### config.mk
export PLATFORM = sky130hd
export DESIGN_NAME = shift_pipe_n
export DESIGN_NICKNAME = d
export VERILOG_FILES = /design/src/rtl/shift_pipe_n.sv
export SDC_FILE = /design/constraint.sdc
export NUM_CORES = 1
export LEC_CHECK = 0
export BUFFER_PORTS_ARGS = -buffer_cell sky130_fd_sc_hd__buf_2
export CORE_MARGIN = 10
export CORE_UTILIZATION = 59
export DETAILED_ROUTE_END_ITERATION = 16
export MAX_ROUTING_LAYER = met4
export PLACE_DENSITY = 0.82
export SYNTH_ARGS = -nofsm -noshare
export SYNTH_HDL_FRONTEND = slang
export SYNTH_SLANG_ARGS = --single-unit
### constraint.sdc
create_clock -name CLK -period 3.6 [get_ports CLK]
set_input_delay 0.36 -clock CLK [delete_from_list [all_inputs] [get_ports CLK]]
set_output_delay 0.36 -clock CLK [all_outputs]
set_load 0.02 [all_outputs]
### src/rtl/shift_pipe_n.sv
// Pipelined N-bit barrel shifter (SLL/SRL/SRA/ROR) with tag passthrough and zero flag.
// Latency: exactly PIPE cycles from input transfer to OUT_VALID when not stalled.
// Backpressure: one global enable; a held, unaccepted output freezes every stage and drops IN_READY.
module shift_pipe_n #(
    parameter int WIDTH = 32,
    parameter int PIPE  = 2
) (
    input  logic             CLK,
    input  logic             RST,
    input  logic             IN_VALID,
    output logic             IN_READY,
    input  logic [WIDTH-1:0] D,
    input  logic [31:0]      S,
    input  logic [1:0]       MODE,
    input  logic [4:0]       TAG,
    output logic             OUT_VALID,
    input  logic             OUT_READY,
    output logic [WIDTH-1:0] Y,
    output logic             Z,
    output logic [4:0]       TAG_OUT
);
    localparam int LOG2W = $clog2(WIDTH);
    localparam int BASE  = LOG2W / PIPE;
    localparam int REM   = LOG2W % PIPE;

    localparam logic [1:0] MODE_SLL = 2'b00;
    localparam logic [1:0] MODE_SRL = 2'b01;
    localparam logic [1:0] MODE_SRA = 2'b10;
    localparam logic [1:0] MODE_ROR = 2'b11;

    localparam logic [WIDTH-1:0] ONES = '1;

    // First mux level handled by stage k; earlier stages absorb the remainder levels.
    function automatic int stage_lo(input int k);
        return k * BASE + ((k < REM) ? k : REM);
    endfunction

    // One mux level: shift by 2**lvl when that bit of the amount is set.
    function automatic logic [WIDTH-1:0] shift_level(
        input logic [WIDTH-1:0] d,
        input logic [1:0]       mode,
        input logic             sign,
        input logic [LOG2W-1:0] sh,
        input int               lvl
    );
        logic [LOG2W-1:0] bits;
        logic [WIDTH-1:0] res;
        int               amt;
        bits = sh >> lvl;
        amt  = 1 << lvl;
        res  = d;
        if (bits[0]) begin
            case (mode)
                MODE_SLL: res = d << amt;
                MODE_SRL: res = d >> amt;
                MODE_SRA: res = (d >> amt) | (sign ? ~(ONES >> amt) : '0);
                default:  res = (d >> amt) | (d << (WIDTH - amt));
            endcase
        end
        return res;
    endfunction

    // Pipeline registers, index PIPE-1 is the output register.
    logic [WIDTH-1:0] r_dat  [PIPE];
    logic [LOG2W-1:0] r_sh   [PIPE];
    logic [1:0]       r_mode [PIPE];
    logic [4:0]       r_tag  [PIPE];
    logic             r_ovf  [PIPE];
    logic             r_sign [PIPE];
    logic             r_vld  [PIPE];

    // Stage inputs: ports for stage 0, previous register otherwise.
    logic [WIDTH-1:0] w_src_dat  [PIPE];
    logic [LOG2W-1:0] w_src_sh   [PIPE];
    logic [1:0]       w_src_mode [PIPE];
    logic [4:0]       w_src_tag  [PIPE];
    logic             w_src_ovf  [PIPE];
    logic             w_src_sign [PIPE];
    logic             w_src_vld  [PIPE];

    logic w_en;

    assign w_en      = !r_vld[PIPE-1] || OUT_READY;
    assign IN_READY  = w_en;
    assign OUT_VALID = r_vld[PIPE-1];
    assign Y         = r_dat[PIPE-1];
    assign TAG_OUT   = r_tag[PIPE-1];
    assign Z         = (r_dat[PIPE-1] == '0);

    for (genvar k = 0; k < PIPE; k++) begin : g_stage
        localparam int LO = stage_lo(k);
        localparam int HI = stage_lo(k + 1);

        logic [WIDTH-1:0] w_lvl_dat;
        logic [WIDTH-1:0] w_nxt_dat;

        if (k == 0) begin : g_head
            assign w_src_dat[k]  = D;
            assign w_src_sh[k]   = S[LOG2W-1:0];
            assign w_src_mode[k] = MODE;
            assign w_src_tag[k]  = TAG;
            assign w_src_ovf[k]  = |S[31:LOG2W];
            assign w_src_sign[k] = D[WIDTH-1];
            assign w_src_vld[k]  = IN_VALID;
        end else begin : g_body
            assign w_src_dat[k]  = r_dat[k-1];
            assign w_src_sh[k]   = r_sh[k-1];
            assign w_src_mode[k] = r_mode[k-1];
            assign w_src_tag[k]  = r_tag[k-1];
            assign w_src_ovf[k]  = r_ovf[k-1];
            assign w_src_sign[k] = r_sign[k-1];
            assign w_src_vld[k]  = r_vld[k-1];
        end

        // Apply this stage's share of the log-shifter mux levels.
        always_comb begin
            w_lvl_dat = w_src_dat[k];
            for (int j = LO; j < HI; j++) begin
                w_lvl_dat = shift_level(w_lvl_dat, w_src_mode[k], w_src_sign[k], w_src_sh[k], j);
            end
        end

        // Out-of-range amounts saturate in the last stage; rotate uses the amount modulo WIDTH.
        if (k == PIPE - 1) begin : g_tail
            assign w_nxt_dat = (w_src_ovf[k] && (w_src_mode[k] != MODE_ROR))
                             ? (((w_src_mode[k] == MODE_SRA) && w_src_sign[k]) ? ONES : '0)
                             : w_lvl_dat;
        end else begin : g_mid
            assign w_nxt_dat = w_lvl_dat;
        end

        // Stage register: cleared by reset, advances only on the global enable.
        always_ff @(posedge CLK) begin
            if (RST) begin
                r_vld[k]  <= 1'b0;
                r_dat[k]  <= '0;
                r_sh[k]   <= '0;
                r_mode[k] <= '0;
                r_tag[k]  <= '0;
                r_ovf[k]  <= 1'b0;
                r_sign[k] <= 1'b0;
            end else if (w_en) begin
                r_vld[k]  <= w_src_vld[k];
                r_dat[k]  <= w_nxt_dat;
                r_sh[k]   <= w_src_sh[k];
                r_mode[k] <= w_src_mode[k];
                r_tag[k]  <= w_src_tag[k];
                r_ovf[k]  <= w_src_ovf[k];
                r_sign[k] <= w_src_sign[k];
            end
        end
    end
endmodule

# [Yosys cells after proc, flatten, opt, wreduce, memory -nomap -nowiden]
# Memories as Yosys holds them, arrays and structs flattened.
# Cells that the tools add are included.
[word_totals] wordCells=80 ramBits=94 reg_bits=0 memories=7
[mem_list] name="r_dat" words=2 word_bits=32 rd=2 rd_clocked_by_memory_dff=0 wr=2 line="64" rtl="logic [WIDTH-1:0] r_dat [PIPE];"
[mem_list] name="r_sh" words=2 word_bits=5 rd=1 rd_clocked_by_memory_dff=0 wr=2 line="65" rtl="logic [LOG2W-1:0] r_sh [PIPE];"
[mem_list] name="r_tag" words=2 word_bits=5 rd=2 rd_clocked_by_memory_dff=0 wr=2 line="67" rtl="logic [4:0] r_tag [PIPE];"
[mem_list] name="r_mode" words=2 word_bits=2 rd=1 rd_clocked_by_memory_dff=0 wr=2 line="66" rtl="logic [1:0] r_mode [PIPE];"
[mem_list] name="r_ovf" words=2 word_bits=1 rd=1 rd_clocked_by_memory_dff=0 wr=2 line="68" rtl="logic r_ovf [PIPE];"
[mem_list] name="r_sign" words=2 word_bits=1 rd=1 rd_clocked_by_memory_dff=0 wr=2 line="69" rtl="logic r_sign [PIPE];"
[mem_list] name="+1 memories"
[classes] eq_ne=5 bitwise_logic=24 n_mux=36 n_reduce_logical=8
[ops] cell="$pmux 32 s3" count=5
[ops] cell="$mux 32" count=14
[ops] cell="$or 16x32->32" count=2
[ops] cell="$or 24x32->32" count=2
[ops] cell="$or 28x32->32" count=2
[ops] cell="$or 30x32->32" count=2
[ops] cell="$or 31x32->32" count=2
[ops] cell="$logic_not 32->1" count=1
[ops] cell="$reduce_or 27->1" count=1
[ops] cell="$mux 5" count=4
[ops] cell="$or 1x1->1" count=14
[ops] cell="$mux 1" count=11
[ops] cell="$eq 2x1->1 const B" count=2
[ops] cell="$eq 2x2->1 const B" count=2
[ops] cell="$logic_not 2->1" count=2
[ops] cell="$mux 2" count=2
[ops] cell="$logic_and 1x1->1" count=2
[ops] cell="$ne 2x2->1 const B" count=1
[ops] cell="$logic_not 1->1" count=1
[ops] cell="$logic_or 1x1->1" count=1

# [Longest topological paths before layout]
# Gate-level depths: netlist (run 1).
[logic_depth] depth_word=11 ltp_mapped=8 mapped_depth_nobuf=5

# [Worst setup path after synthesis (run 1)]
# Ideal clock, no wire load.
[synth_timing] path_kind="reg-to-reg" from="memory r_vld[1]" to="memory r_dat[0][0] (enable)" path_stages_with_launch=3 path_buffers=0 slack_ns=0.570 arrival_time_ns=2.575 required_ns=3.146 path_cell_list="edfxtp_1 nor2b_1 nand2b_1"
[synth_lines] element="start, declared" line="70" rtl="logic r_vld [PIPE];"
[synth_lines] element="end, declared" line="64"

==> metrics.csv, run 1 <==
metric;value;unit
post-route setup slack;0.963;ns
Hold Path Class;input port to flip-flop;
root buf cell;clkbuf_16;
fin nets;1002;
YS warnings;0;
GRT Overall Usage;28.2;%
Synth Register Bits;82;
post-synthesis sequential area ratio;33.2;%
Post-synth EDFFs;82;
syn_area_per_cell;8.46;µm²
Setup violations, final;0;
largest area contributor in the netlist;edfxtp_1;
R2R depth;5;
Wirelength per Cell;22.8;µm
unrepaired setup endpoints after global routing;false;
CTS tree;done;
multi-input logic area;0.00446;mm²
final critical-path required period;2.64;ns
grt ovf;0;
Seq. cell area;0.00246;mm²
Die Area;0.0175;mm²
number of top-level pins;115;
Synth Cell Area;0.00742;mm²
RePlAce Congestion;1.01;
worst endpoint data arrival time;2.72;ns
placed insts;1084;
synth top area cells;edfxtp_1 (33%), a21oi_1 (5.1%), nand2_1 (4.9%), mux2i_1 (4.6%), a31oi_1 (4.0%);
CP Depth;5;
post-placement setup slack;0.929;ns
first-pass detailed-route iteration total;8;
fin cells;1101;
# fillers;1049;
CTS Sinks;82;
worst slew pin tran;1.06;ns
hold_buf cts;0;
final worst path period share;73.2;%
max_cap viols;0;
slowest CP cell;edfxtp_1;
WS Path Type;flip-flop to flip-flop;
status;finished, final reports clean;
Gate Count Post-Synth;877;
crit-path leading delay family;simple AND/OR/NAND/NOR gates;
post-cts resize count;0;
Async SR Flop Fraction;0;%
Slew HR;29.4;%
antenna-violating nets left;0;
worst hold stages;2;
Die Ht;132;µm
Most common cell on crit path;nand2_1;
Die W;132;µm
IO Port Bufs;114;
Core Region;0.0122;mm²
hold path start;TAG[0];
first-pass GRT wire length;39700;µm
vias in the first global route;7098;
Leak Pwr;0.00314;µW
Tot Pwr;3210;µW
Post-Route Setup TNS;0;ns
largest net degree at the start of global routing;100;
Setup crit end kind;flip-flop;
Vias/cell;7.19;
initial antenna violation count;1;
fraction of layout cells with a size suffix above 1;20.3;%
CP cell instances;nand2_1 -> nand2_1 -> and2_1 -> nand2_1 -> a31oi_1;
Fin. Hold Viols;0;
Unique masters post-synth;70;
Slew Viols, Final;0;
final WL;25100;µm
crit-path max cell delay;0.68;ns
Most used DFF post-synth;edfxtp_1;
pwr dens;389;mW/mm²
worst path required time;3.68;ns
TritonCTS Buffers;9;
CTS H-tree lvls;3;
WP buf/inv;0;
post-CTS setup buffers;0;
Crit. Startpoint;r_mode[0][0]$_SDFFCE_PN0P_;
maximum vdd drop;224;µV
top cell type's share of synthesized area;33.2;%
Final Skew;0.0111;ns
area grow syn2layout;11.1;%
Clk pin slew, worst setup/hold paths;0.07;ns
crit-path max FO;18;
residual DRC count;0;
Max Clock Freq;379;MHz
Final Hold Slack;0.291;ns
row count;40;
Starting Density;61.0;%
reg2reg start;r_mode[0][0]$_SDFFCE_PN0P_;
worst skew pair latency;0.34;ns
startpoint types;flip-flop;
1st-iter DRT viols;1719;
via count;7915;
DP HPWL;17300;µm
worst-case clock buffer depth;2;
Post-Syn Nets;952;
## placed cells by master, fill, tap and decap left out, types with 15 or more instances in the layout
cell	synthesis	final
edfxtp_1	82	82
o211ai_1	15	15
nand2_1	96	96
a311oi_1	17	17
o221ai_1	22	22
and2_1	23	23
nor4_1	17	17
o22ai_1	19	19
a21oi_1	75	75
mux2i_1	34	34
buf_2	38	113
o21ai_0	52	52
nor2_1	68	68
buf_4	7	17
a31oi_1	48	48
nand3_1	29	29
## final timing paths
check | slack (ns) | end
setup / recovery | 0.96 | r_dat[1][13]$_SDFFCE_PN0P_
hold / removal | 0.29 | r_tag[0][0]$_SDFFCE_PN0P_
setup reg to reg | 0.96 | r_dat[1][13]$_SDFFCE_PN0P_
hold reg to reg | 0.52 | r_tag[1][0]$_SDFFCE_PN0P_
## through the flow
stage	area, µm²	util (%)
2_1_floorplan	7420	-
3_3_place_gp	7910	65.1
3_5_place_dp	7910	65.1
4_1_cts	8240	67.8
5_1_grt	8250	67.8
6_report	8250	67.8
## power breakdown
group	internal, µW	total [µW]	leakage [µW]	switching (µW)
clock network	623	1040	0.000163	412
logic	336	926	0.00201	590
registers	1160	1250	0.000960	86.7
## kinds of logic (layout without fill, tap and decap cells)
kind of cell / Yosys count / after routing / share of synthesized area, %
AOI/OAI and AO/OA: 329 / 329 / 30.0
buffers and inverters: 106 / 161 / 6.86
DFF: 82 / 82 / 33.2
muxes: 54 / 54 / 9.44
other: 0 / 1 / 0
and+or+nand+nor: 306 / 306 / 20.5
## worst reg2reg max path: stages, from the launching register on
cell	delay, ns
edfxtp_1	0.68
nand2_1	0.57
nand2_1	0.24
and2_1	0.37
nand2_1	0.10
a31oi_1	0.42
## sequential cells by signal (all words and copies together), names as in the netlist
signal / cells
r_sh: 2
r_ovf: 1
r_vld: 2
r_sign: 1
r_mode: 2
r_tag: 10
r_dat: 64
## layout make-up
type                    instances  area share [%]
clock buffers                   9            2.73
repair buffers                132            8.89
clock inverters                 7            1.29
diodes                          1          0.0303
inverters                      13           0.592
well taps                     168            2.55
multi-input cells             689            54.1
flip-flops and latches         82            29.9
## Yosys cell counts, drive strengths merged (10+ instances only)
master / instances
nand2: 96
edfxtp: 82
a21oi: 76
nor2: 69
o21ai: 57
buf: 53
a31oi: 49
clkbuf: 40
mux2i: 34
nand3: 29
and2: 23
a311oi: 22
o221ai: 22
o22ai: 19
nor4: 17
or3b: 16
o211ai: 15
a211oi: 14
inv: 13
nand2b: 13
nor2b: 13
mux4: 12
a21boi: 10
## per-layer routing
layer  vias to the layer above  wire length (µm)  part of all wire, %  GRT usage [%]
met3                       133              3240                   13           7.74
met4                         0              1330                  5.3           14.0
li1                       3514                 -                    -              -
met2                       670             10900                   44           41.2
met5                         -                 0                    0              -
met1                      3598              9600                   38           35.2
(Power assumes the default switching activity.)
==> inputs of run 2 (changes only) <==
Clock period 3.6 ns to 2.5 ns, I/O delays scaled along.
==> run 2 against run 1 <==
Compared with the run above: cell area increased by 2.6%; non-clock buffer count increased by 29; highest routed layer unchanged; register-to-register slack got worse by 0.58 ns; maximum frequency increased by 24%; die area unchanged; via count decreased by 0.63%; flip-flop and latch count unchanged; clock power increased by 26%; sequential power increased by 43%; largest cell class unchanged.
==> metrics.csv, run 2 (synthesis gave the netlist of run 1 again) <==
metric;value;unit
slowest CP cell;edfxtp_1;
startpoint types;flip-flop;
RePlAce Congestion;1.03;
worst skew pair latency;0.34;ns
Post-Route Setup TNS;0;ns
status;finished, final reports clean;
hold_buf cts;0;
via count;7865;
placed cell areas;0.00817;mm²
antenna-violating nets left;0;
IO Port Bufs;114;
initial antenna violation count;0;
Vias/cell;6.97;
Setup crit end kind;flip-flop;
WP buf/inv;2;
number of top-level pins;115;
Largest Register;r_dat;
worst endpoint data arrival time;2.23;ns
Clk pin slew, worst setup/hold paths;0.06;ns
TritonCTS Buffers;9;
GRT Overall Usage;27.8;%
largest net degree at the start of global routing;100;
cell area after layout;0.00846;mm²
Leak Pwr;0.00327;µW
maximum vdd drop;259;µV
max_cap viols;0;
Setup violations, final;0;
final WL;24700;µm
Max Clock Freq;472;MHz
Slew HR;61.0;%
most frequent cells in the layout;buf_2 (113), nand2_1 (96), edfxtp_1 (82);
post-CTS setup buffers;0;
crit-path leading delay family;compound AO/OA/AOI/OAI gates;
Starting Density;61.0;%
area grow syn2layout;14.0;%
post-cts resize count;0;
Slew Viols, Final;0;
pwr dens;528;mW/mm²
fraction of layout cells with a size suffix above 1;22.5;%
Antenna diodes;0;
Core Util, Final;69.6;%
vias in the first global route;7284;
post-route setup slack;0.382;ns
Most common cell on crit path;buf_4;
biggest regs;r_dat x64, r_tag x10;
final worst path period share;84.7;%
commonest non-fill, non-tap cell in the layout;buf_2;
worst slew pin tran;0.570;ns
1st-iter DRT viols;1322;
first-pass GRT wire length;39200;µm
CTS H-tree lvls;3;
worst path required time;2.62;ns
Die Ht;132;µm
post-placement setup slack;0.266;ns
first-pass detailed-route iteration total;7;
max FFs per register;64;
Die W;132;µm
CP cell instances;buf_4 -> nor2b_1 -> buf_4 -> a21oi_1 -> o21ai_0 -> nand2_1 -> a31oi_1;
unrepaired setup endpoints after global routing;false;
grt ovf;0;
Wirelength per Cell;21.8;µm
Core Region;0.0122;mm²
worst-case clock buffer depth;2;
Fin. Hold Viols;0;
Die Area;0.0175;mm²
fin nets;1031;
crit-path max cell delay;0.39;ns
DP HPWL;18500;µm
CTS Sinks;82;
row count;40;
CTS tree;done;
Hold Path Class;input port to flip-flop;
residual DRC count;0;
WS Path Type;flip-flop to flip-flop;
crit-path max FO;11;
Final Skew;0.0119;ns
root buf cell;clkbuf_16;
final critical-path required period;2.12;ns
==> run 2: cell count changes in the layout (fill, tap and decap cells not counted) <==
cell	delta
clkinv_4	+1
clkinvlp_4	+2
clkbuf_1	+2
inv_8	-1
buf_4	+26
diode_2	-1
bufinv_16	-1
inv_6	-3
buf_12	+3
==> run 2: final timing paths <==
kind         slack, ns  depth (start not counted)                       start                         end
max               0.38                          7  r_mode[0][0]$_SDFFCE_PN0P_  r_dat[1][14]$_SDFFCE_PN0P_
min               0.18                          2                    IN_VALID          r_vld[0]$_DFFE_PP_
max reg2reg       0.38                          7  r_mode[0][0]$_SDFFCE_PN0P_  r_dat[1][14]$_SDFFCE_PN0P_
min reg2reg       0.52                          1   r_tag[0][1]$_SDFFCE_PN0P_   r_tag[1][1]$_SDFFCE_PN0P_
==> run 2: area by class of cell <==
| class | instances | area, µm² |
|---|---|---|
| clock buffers | 11 | 233 |
| clock inverters | 5 | 62.6 |
| fillers | 1019 | 3700 |
| inverters | 13 | 48.8 |
| multi-input cells | 689 | 4460 |
| flip-flops and latches | 82 | 2460 |
| well taps | 168 | 210 |
| repair buffers | 161 | 988 |
==> run 2: routing by layer <==
layer	vias up	track usage, %	share of wire, %
met5	-	-	0
met4	0	13.9	4.9
met3	105	6.02	12
met2	595	42.3	45
met1	3604	34.2	38
li1	3561	-	-
==> run 2: where the power goes <==
part | internal (µW) | switching, µW | total, µW
sequential | 1670 | 118 | 1790
combinational | 523 | 857 | 1380
clock | 779 | 527 | 1310
==> run 2: stage by stage <==
step | total power [µW] | hold WS (ns) | std cells
after CTS | 4440 | 0.175 | 1129
after floorplan | 2690 | 0.448 | 877
after global placement | 3140 | 0.499 | 1113
after global routing | 4650 | 0.181 | 1129
after detailed placement | 3150 | 0.506 | 1113
final | 4470 | 0.180 | 1129
==> inputs of run 3 (changes only) <==
Settings changed: ABC_AREA set to 1, CORE_UTILIZATION 59 to 58.
Clock period 2.5 ns to 2.2 ns, I/O delays scaled along.
==> run 3 against run 2 <==
Compared with the run above: flip-flop and latch count unchanged; critical path depth up 1; final cell count up 8.0%; sequential share of layout area up 2.9 points; synthesized area down 12%; largest power group unchanged.
==> metrics.csv, run 3 <==
metric;value;unit
status;finished, final reports clean;
syn_area_per_cell;6.76;µm²
pwr dens;644;mW/mm²
WP buf/inv;1;
Async SR Flop Fraction;0;%
Die Area;0.0159;mm²
Core Util, Final;70.3;%
Post-Route Setup TNS;0;ns
Synth Cell Area;0.00654;mm²
sequential cell fraction of total power;40.4;%
CP cell instances;nor2_4 -> buf_4 -> a21oi_1 -> o21ai_0 -> o21ai_0 -> o21ai_0 -> nand2_1 -> a21oi_1;
residual DRC count;0;
antenna-violating nets left;0;
crit-path leading delay family;compound AO/OA/AOI/OAI gates;
Hold Path Class;input port to flip-flop;
Die W;126;µm
Leak Pwr;0.00373;µW
biggest regs;r_dat x64, r_tag x10;
Most common cell on crit path;o21ai_0;
Synth Register Bits;82;
YS warnings;0;
Psw;1700;µW
commonest non-fill, non-tap cell in the layout;nand2_1;
worst endpoint data arrival time;2.17;ns
Core Region;0.0109;mm²
most frequent cells after synthesis;nand2_1 (271), nand3_1 (197), inv_1 (96), edfxtp_1 (82), a21oi_1 (62);
Max Clock Freq;508;MHz
Post-synth EDFFs;82;
TritonCTS Buffers;9;
final worst path period share;89.5;%
row count;38;
post-cts resize count;0;
via count;7397;
switching share of power;34.4;%
post-synthesis sequential area ratio;37.6;%
largest area contributor in the netlist;edfxtp_1;
Vias/cell;6.07;
number of top-level pins;115;
Setup violations, final;0;
RePlAce Congestion;1.01;
Gate Count Post-Synth;968;
power share of the clock group;31.6;%
fin nets;1149;
worst path required time;2.40;ns
first-pass GRT wire length;35500;µm
unrepaired setup endpoints after global routing;false;
post-CTS setup buffers;0;
area grow syn2layout;17.4;%
worst skew pair latency;0.35;ns
Clk pin slew, worst setup/hold paths;0.06;ns
Fin. Hold Viols;0;
Die Ht;126;µm
crit-path max FO;10;
startpoint types;flip-flop;
root buf cell;clkbuf_16;
initial antenna violation count;0;
worst-case clock buffer depth;2;
CTS Sinks;82;
CTS H-tree lvls;3;
crit-path max cell delay;0.47;ns
P_int;3250;µW
GRT Overall Usage;27.6;%
largest net degree at the start of global routing;83;
slowest CP cell;edfxtp_1;
Slew HR;61.0;%
Starting Density;59.8;%
max_cap viols;0;
Unique masters post-synth;23;
max FFs per register;64;
top cell type's share of synthesized area;37.6;%
Antenna diodes;0;
count leader, synth;nand2_1;
CTS tree;done;
maximum vdd drop;390;µV
1st-iter DRT viols;1169;
Largest Register;r_dat;
Slew Viols, Final;0;
# fillers;952;
synth top area cells;edfxtp_1 (38%), nand2_1 (16%), nand3_1 (15%), inv_1 (5.5%), nand4_1 (5.1%);
fraction of layout cells with a size suffix above 1;17.2;%
final WL;21700;µm
hold_buf cts;0;
grt ovf;0;
multi-input logic area;0.00340;mm²
vias in the first global route;6861;
worst slew pin tran;0.579;ns
Most used DFF post-synth;edfxtp_1;
Post-Syn Nets;1043;
Seq. cell area;0.00246;mm²
most frequent cells in the layout;nand2_1 (270), nand3_1 (196), buf_2 (114);
first-pass detailed-route iteration total;7;
Setup crit end kind;flip-flop;
IO Port Bufs;114;
WS Path Type;flip-flop to flip-flop;
Wirelength per Cell;17.8;µm
Gate power share;28.0;%
Tot Pwr;4950;µW
Final Skew;0.00752;ns
DP HPWL;16500;µm
final critical-path required period;1.97;ns
==> run 3: cell types whose count changed in the layout (fill, tap and decap cells not counted), sizes merged, moves of 34 or more <==
| cell | previous run | this run |
|---|---|---|
| mux2i | 34 | 0 |
| nand4 | 6 | 53 |
| a31oi | 49 | 1 |
| nand2 | 96 | 272 |
| inv | 14 | 105 |
| nand3 | 29 | 197 |
==> run 3: kinds of logic after synthesis <==
kind of cell,count (synthesis),synth area share [%]
simple gates,580,40.3
flops,82,37.6
compound gates,144,11.5
buf+inv,162,10.6
==> run 3: power by group through the flow <==
stage / registers (µW) / clock network (µW) / logic (µW)
3_5_place_dp: 2030 / 0 / 1350
4_1_cts: 2000 / 1560 / 1360
3_3_place_gp: 2020 / 0 / 1350
6_report: 2000 / 1570 / 1390
5_1_grt: 2010 / 1630 / 1540
2_1_floorplan: 2070 / 0 / 829
==> run 3: area by class of cell <==
class / count / area share, %
clock inverter: 7 / 0.977
tap: 140 / 2.28
clock buffer: 9 / 2.93
timing repair buffer: 154 / 12.5
sequential: 82 / 32.0
multi-input combinational: 724 / 44.3
inverter: 103 / 5.03
==> run 3: through the flow <==
stage / instance area (µm²) / setup slack, ns / hold slack, ns / cells
floorplan: 6560 / 0.443 / 0.428 / 968
global placement: 7380 / 0.213 / 0.514 / 1203
detailed placement: 7380 / 0.215 / 0.523 / 1203
CTS: 7680 / 0.225 / 0.164 / 1219
global route: 7680 / 0.0352 / 0.185 / 1219
finish: 7680 / 0.230 / 0.172 / 1219
==> run 3: worst min-delay path, stage by stage <==
cell	delay (ns)
buf_2	0.08
inv_1	0.03
nor2_1	0.08
==> run 3: path summary, 6_finish.rpt <==
path | endpoint | from | cells past startpoint | slack [ns]
hold reg to reg | r_vld[1]$_SDFFCE_PN0P_ | r_vld[0]$_DFFE_PP_ | 2 | 0.55
hold / removal | r_sh[0][3]$_SDFFCE_PN0P_ | S[3] | 3 | 0.17
setup / recovery | r_dat[1][12]$_SDFFCE_PN0P_ | r_mode[0][1]$_SDFFCE_PN0P_ | 8 | 0.23
setup reg to reg | r_dat[1][12]$_SDFFCE_PN0P_ | r_mode[0][1]$_SDFFCE_PN0P_ | 8 | 0.23
==> run 3: per-layer routing <==
metal  wire length [µm]  up-vias  global-route usage [%]
met3               1960       64                    4.07
met5                  0        -                       -
met2              10400      492                    43.8
met1               8590     3282                    34.6
li1                   -     3559                       -
met4                734        0                    11.2
